## src/rtl/uart_frame_packer.sv

```systemverilog
// uart_frame_packer
// Feeds a UART 8N1 transmitter from a stream of WORD_WIDTH-bit words.
// Words are buffered in a small FIFO and sent least-significant byte first.
// Every frame of FRAME_LEN words is preceded by one SYNC_BYTE.
//
// Ports:
//   clk_i        system clock
//   rst_n_i      asynchronous active-low reset
//   in_data_i    input word
//   in_valid_i   input word valid
//   in_ready_o   FIFO can accept a word (registered)
//   tx_data_o    byte to the UART tx block
//   tx_enable_o  start request to the UART tx block
//   tx_busy_i    UART tx busy; registered once before use
//   fifo_count_o words currently stored (registered)
//   frame_done_o one-cycle pulse after the last byte of a frame completes
//
// state     | meaning
// ----------+-----------------------------------------------------------
// IDLE      | wait for a stored word; choose header or next word
// HDR_REQ   | present SYNC_BYTE with tx_enable until busy seen
// HDR_WAIT  | wait for the header byte to finish
// LOAD      | pop one word into the shift register
// BYTE_REQ  | present current byte with tx_enable until busy seen
// BYTE_WAIT | wait for the byte to finish; next byte, or end of word

module uart_frame_packer #(
    parameter int         WORD_WIDTH = 16,
    parameter int         FIFO_DEPTH = 8,
    parameter int         FRAME_LEN  = 64,
    parameter logic [7:0] SYNC_BYTE  = 8'hA5
) (
    input  logic                          clk_i,
    input  logic                          rst_n_i,
    input  logic [WORD_WIDTH-1:0]         in_data_i,
    input  logic                          in_valid_i,
    output logic                          in_ready_o,
    output logic [7:0]                    tx_data_o,
    output logic                          tx_enable_o,
    input  logic                          tx_busy_i,
    output logic [$clog2(FIFO_DEPTH):0]   fifo_count_o,
    output logic                          frame_done_o
);

    localparam int BYTES = WORD_WIDTH / 8;
    localparam int PW    = $clog2(FIFO_DEPTH);
    localparam int CW    = PW + 1;
    localparam int WCW   = $clog2(FRAME_LEN + 1);
    localparam int BIW   = $clog2(BYTES + 1);

    typedef enum logic [2:0] {
        IDLE,
        HDR_REQ,
        HDR_WAIT,
        LOAD,
        BYTE_REQ,
        BYTE_WAIT
    } state_t;

    state_t                state_q;

    // ---------------- FIFO ----------------
    logic [WORD_WIDTH-1:0] mem_q [FIFO_DEPTH];
    logic [PW-1:0]         wr_ptr_q;
    logic [PW-1:0]         rd_ptr_q;
    logic [CW-1:0]         count_q;
    logic [CW-1:0]         count_d;
    logic                  in_ready_q;
    logic                  wr_en;
    logic                  pop_en;

    assign wr_en  = in_valid_i & in_ready_q;
    // LOAD is only reached with at least one word stored, so the pop never underflows.
    assign pop_en = (state_q == LOAD);

    always_comb begin
        count_d = count_q;
        if (wr_en && !pop_en) begin
            count_d = count_q + CW'(1);
        end else if (!wr_en && pop_en) begin
            count_d = count_q - CW'(1);
        end
    end

    always_ff @(posedge clk_i or negedge rst_n_i) begin
        if (!rst_n_i) begin
            wr_ptr_q   <= '0;
            rd_ptr_q   <= '0;
            count_q    <= '0;
            in_ready_q <= 1'b0;
        end else begin
            count_q    <= count_d;
            // Derived from the next count so it always agrees with fifo_count_o.
            in_ready_q <= (count_d < CW'(FIFO_DEPTH));
            if (wr_en) begin
                wr_ptr_q <= wr_ptr_q + PW'(1);
            end
            if (pop_en) begin
                rd_ptr_q <= rd_ptr_q + PW'(1);
            end
        end
    end

    always_ff @(posedge clk_i) begin
        if (wr_en) begin
            mem_q[wr_ptr_q] <= in_data_i;
        end
    end

    // ---------------- byte serialiser FSM ----------------
    logic [WORD_WIDTH-1:0] sreg_q;
    logic [WORD_WIDTH-1:0] sreg_shift;
    logic [BIW-1:0]        byte_idx_q;
    logic [WCW-1:0]        word_cnt_q;
    logic                  busy_q;
    logic [7:0]            tx_data_q;
    logic                  tx_enable_q;
    logic                  frame_done_q;

    // The current byte always sits in the low bits; the next one is exposed by a shift.
    assign sreg_shift = sreg_q >> 8;

    always_ff @(posedge clk_i or negedge rst_n_i) begin
        if (!rst_n_i) begin
            state_q      <= IDLE;
            sreg_q       <= '0;
            byte_idx_q   <= '0;
            word_cnt_q   <= '0;
            busy_q       <= 1'b0;
            tx_data_q    <= '0;
            tx_enable_q  <= 1'b0;
            frame_done_q <= 1'b0;
        end else begin
            busy_q       <= tx_busy_i;
            frame_done_q <= 1'b0;
            case (state_q)
                IDLE: begin
                    if (count_q != '0) begin
                        if (word_cnt_q == '0) begin
                            tx_data_q   <= SYNC_BYTE;
                            tx_enable_q <= 1'b1;
                            state_q     <= HDR_REQ;
                        end else begin
                            state_q <= LOAD;
                        end
                    end
                end
                HDR_REQ: begin
                    if (busy_q) begin
                        tx_enable_q <= 1'b0;
                        state_q     <= HDR_WAIT;
                    end
                end
                HDR_WAIT: begin
                    if (!busy_q) begin
                        state_q <= LOAD;
                    end
                end
                LOAD: begin
                    sreg_q      <= mem_q[rd_ptr_q];
                    tx_data_q   <= mem_q[rd_ptr_q][7:0];
                    byte_idx_q  <= '0;
                    tx_enable_q <= 1'b1;
                    state_q     <= BYTE_REQ;
                end
                BYTE_REQ: begin
                    if (busy_q) begin
                        tx_enable_q <= 1'b0;
                        state_q     <= BYTE_WAIT;
                    end
                end
                BYTE_WAIT: begin
                    if (!busy_q) begin
                        if (byte_idx_q < BIW'(BYTES - 1)) begin
                            byte_idx_q  <= byte_idx_q + BIW'(1);
                            sreg_q      <= sreg_shift;
                            tx_data_q   <= sreg_shift[7:0];
                            tx_enable_q <= 1'b1;
                            state_q     <= BYTE_REQ;
                        end else begin
                            if (word_cnt_q == WCW'(FRAME_LEN - 1)) begin
                                word_cnt_q   <= '0;
                                frame_done_q <= 1'b1;
                            end else begin
                                word_cnt_q <= word_cnt_q + WCW'(1);
                            end
                            state_q <= IDLE;
                        end
                    end
                end
                default: begin
                    tx_enable_q <= 1'b0;
                    state_q     <= IDLE;
                end
            endcase
        end
    end

    assign in_ready_o   = in_ready_q;
    assign fifo_count_o = count_q;
    assign tx_data_o    = tx_data_q;
    assign tx_enable_o  = tx_enable_q;
    assign frame_done_o = frame_done_q;

endmodule

```

## config.mk

```make
export PLATFORM = sky130hd
export DESIGN_NAME = uart_frame_packer
export DESIGN_NICKNAME = d
export VERILOG_FILES = /design/src/rtl/uart_frame_packer.sv
export SDC_FILE = /design/constraint.sdc
export NUM_CORES = 1
export LEC_CHECK = 0
export ABC_AREA = 1
export BUFFER_PORTS_ARGS = -buffer_cell sky130_fd_sc_hd__buf_2
export CORE_MARGIN = 10
export CORE_UTILIZATION = 54
export DETAILED_ROUTE_END_ITERATION = 7
export PLACE_DENSITY_LB_ADDON = 0.08
export SYNTH_ARGS = -nofsm -noshare
export SYNTH_HDL_FRONTEND = slang
export SYNTH_SLANG_ARGS = --single-unit
```

## constraint.sdc

```tcl
create_clock -name clk_i -period 1.78 [get_ports clk_i]
set_clock_uncertainty 0.05 [all_clocks]
set_input_delay 0.089 -clock clk_i [delete_from_list [all_inputs] [get_ports clk_i]]
set_output_delay 0.089 -clock clk_i [all_outputs]
set_load 0.01 [all_outputs]
```

==> impl_metrics.ini <==
[run_status]
status = finished clean

[die]
start_util_pct = 55.47
core_um2 = 13300
die_y_um = 136.9
die_w_um = 136.9
rows = 42
die_area_um2 = 18730
io_pins = 35

[sta]
relSlewSlack_pct = 67.50
tightestPinTransition_ns = 0.4875
setup_viol = 0
fmaxAchievable_mhz = 577.3
maxSlewViolCount = 0
min_period_ns = 1.732
hold_viol = 0
holdWs_ns = 0.1199
min_period_over_period_pct = 97.32

[setup_path]
crit_path_max_incr_delay_ns = 0.39
r2r_slack_ns = 0.05
cp_data_arrival_time_ns = 1.97
cp-start-kind = flop
cp-end-kind = flop
path_cells = inv_2, nand2_2, nor2_4, buf_4, ha_1, o31ai_2, o41ai_2
path_buf_inv = 2
crit_type = reg2reg
critPathSlowestCell = dfrtp_1
cp_top_family = compound AO/OA/AOI/OAI gates
crit_path_max_fanout = 6
required_ns = 2.02

[worst_hold_path]
hp-class = in2async

[pwr]
powerDensity_nw_per_um2 = 1562
p_total_uw = 13700
irDropWorstVdd_uv = 802.6
p_leak_uw = 0.003741

[place]
port_buffers = 34
gp_congestion = 0.8036
hpwl_um = 9882

[grt]
grt_usage_pct = 17.92
grt_pass1_vias = 4968
antenna_found_initial = 0
grt_pass1_wl_um = 25660
grt_max_degree = 53
overflow = 0

[logic_synthesis]
syn_inst = 708
syn_nets = 738
ys.flop_type = edfxtp_1
yosys_warnings = 0
yosys-top-cells-area = edfxtp_1, dfrtp_1, nand2_1
synthDistinctLibCells = 34
synth_area_leader_cell = edfxtp_1
synth_edf_count = 128
synth_area_per_cell_um2 = 10.42
mappedNetlistArea_um2 = 7375
synth_top_area_share_pct = 52.12
synthArstFlopShare_pct = 24.71
ys_seq_area_share_pct = 66.37
ys_ff_latch = 170

[detailed_routing]
viasPerCell = 5.292
drtAntennaViolNets = 0
vias = 5133
drtIter0Drc = 396
first_pass_iters = 5
drc_errors = 0
drt-total-wl_um = 15920
detail_route.wl_per_cell_um = 16.41

[clock_tree]
htreeDepth = 4
cts_buffers = 17
clk_pin_slew_ns = 0.06
clk_path_buf_depth = 2
clk_latency_ns = 0.43
cts.sinks = 170
root_buffer = clkbuf_16
tritoncts = built

[layout]
utilization_pct = 65.98
mostFrequentLayoutCell = nand2_1
final_cell_mix = nand2_1, edfxtp_1, inv_1
area_growth_pct = 18.95
final_nets = 811
n_antenna_cell = 0
nFillCells = 1034
drive_gt1_share_pct = 15.11

[flow_run]
drv_cap = 0
cells in the mapped netlist (all sizes together), types with 3 or more instances:
cell type / n
nand4: 3
ha: 10
inv: 78
edfxtp: 128
nand3: 55
dfrtp: 42
o21ai: 52
nand2: 208
nor2: 67
o211ai: 8
clkbuf: 13
a21oi: 13
buf: 13
xor2: 7
nor3: 3
state kept, by name, summed over array words and instances, names as in the netlist:
name / flops
sreg_q: 8
rd_ptr_q: 3
tx_data_o: 8
in_ready_o: 1
busy_q: 1
mem_q: 128
frame_done_o: 1
byte_idx_q: 2
state_q: 3
fifo_count_o: 4
wr_ptr_q: 3
word_cnt_q: 7
tx_enable_o: 1
power breakdown:
| group | internal (uW) | leakage [uW] | switching (uW) |
|---|---|---|---|
| Clock | 2170 | 0.000289 | 1420 |
| Combinational | 1640 | 0.00176 | 3130 |
| Sequential | 5000 | 0.00169 | 343 |
area by class of cell:
type	instances	area [um^2]	area share (%)
multi-input cells	434	2087	23.79
flip-flops and latches	170	4896	55.81
repair buffers	80	691.9	7.888
clock inverters	6	60.06	0.6846
inverters	78	295.3	3.366
well taps	176	220.2	2.510
clock buffers	26	521.8	5.948
metal layers:
metal	part of all wire [%]	vias up	GRT usage, %
li1	-	2481	-
met1	44	2472	23.13
met2	49	159	28.59
met3	5.9	21	4.619
met4	1.2	0	6.674
met5	0	-	0
worst reg2reg max path, delay by kind of cell, from the launching register on:
family | cells | cell delay, ns
AO/OA/AOI/OAI | 2 | 0.43
flip-flops | 1 | 0.39
adder cells (fa/ha/maj) | 1 | 0.29
AND/OR/NAND/NOR | 2 | 0.22
buffers and inverters | 2 | 0.22
timing repair:
action                     in CTS  in global routing
hold buffers                   19                  0
resized for setup               4                  3
hold endpoints to repair      166                  0
buffers inserted                1                  0
setup endpoints to repair       2                  5
pin swaps                       3                  3
final timing paths:
path	endpoint	cells after the start	from
min reg2reg	frame_done_o	1	word_cnt_q[6]
max reg2reg	fifo_count_o[2]	7	state_q[2]
min	tx_enable_o	2	rst_n_i
max	fifo_count_o[2]	7	state_q[2]
max in group asynchronous	byte_idx_q[0]	3	rst_n_i
min in group clk_i	busy_q	2	tx_busy_i
through the flow:
stage          setup slack [ns]   TNS [ns]  std cells  area [um^2]
2_1_floorplan           -0.1637     -10.48        708         7385
3_3_place_gp             0.1205          0        918         7971
3_5_place_dp           0.007705          0        918         7971
4_1_cts                 0.03574          0        970         8766
5_1_grt               -0.003645  -0.003645        970         8772
6_report                0.04766          0        970         8772
cell families after synthesis:
| group | synth area share [%] |
|---|---|
| and+or+nand+nor | 19.56 |
| DFF | 66.37 |
| buffers and inverters | 5.701 |
| AOI/OAI and AO/OA | 5.837 |
| adders and majority gates | 1.697 |
| xor gates and xnor gates | 0.8314 |
(Power assumes the default switching activity.)
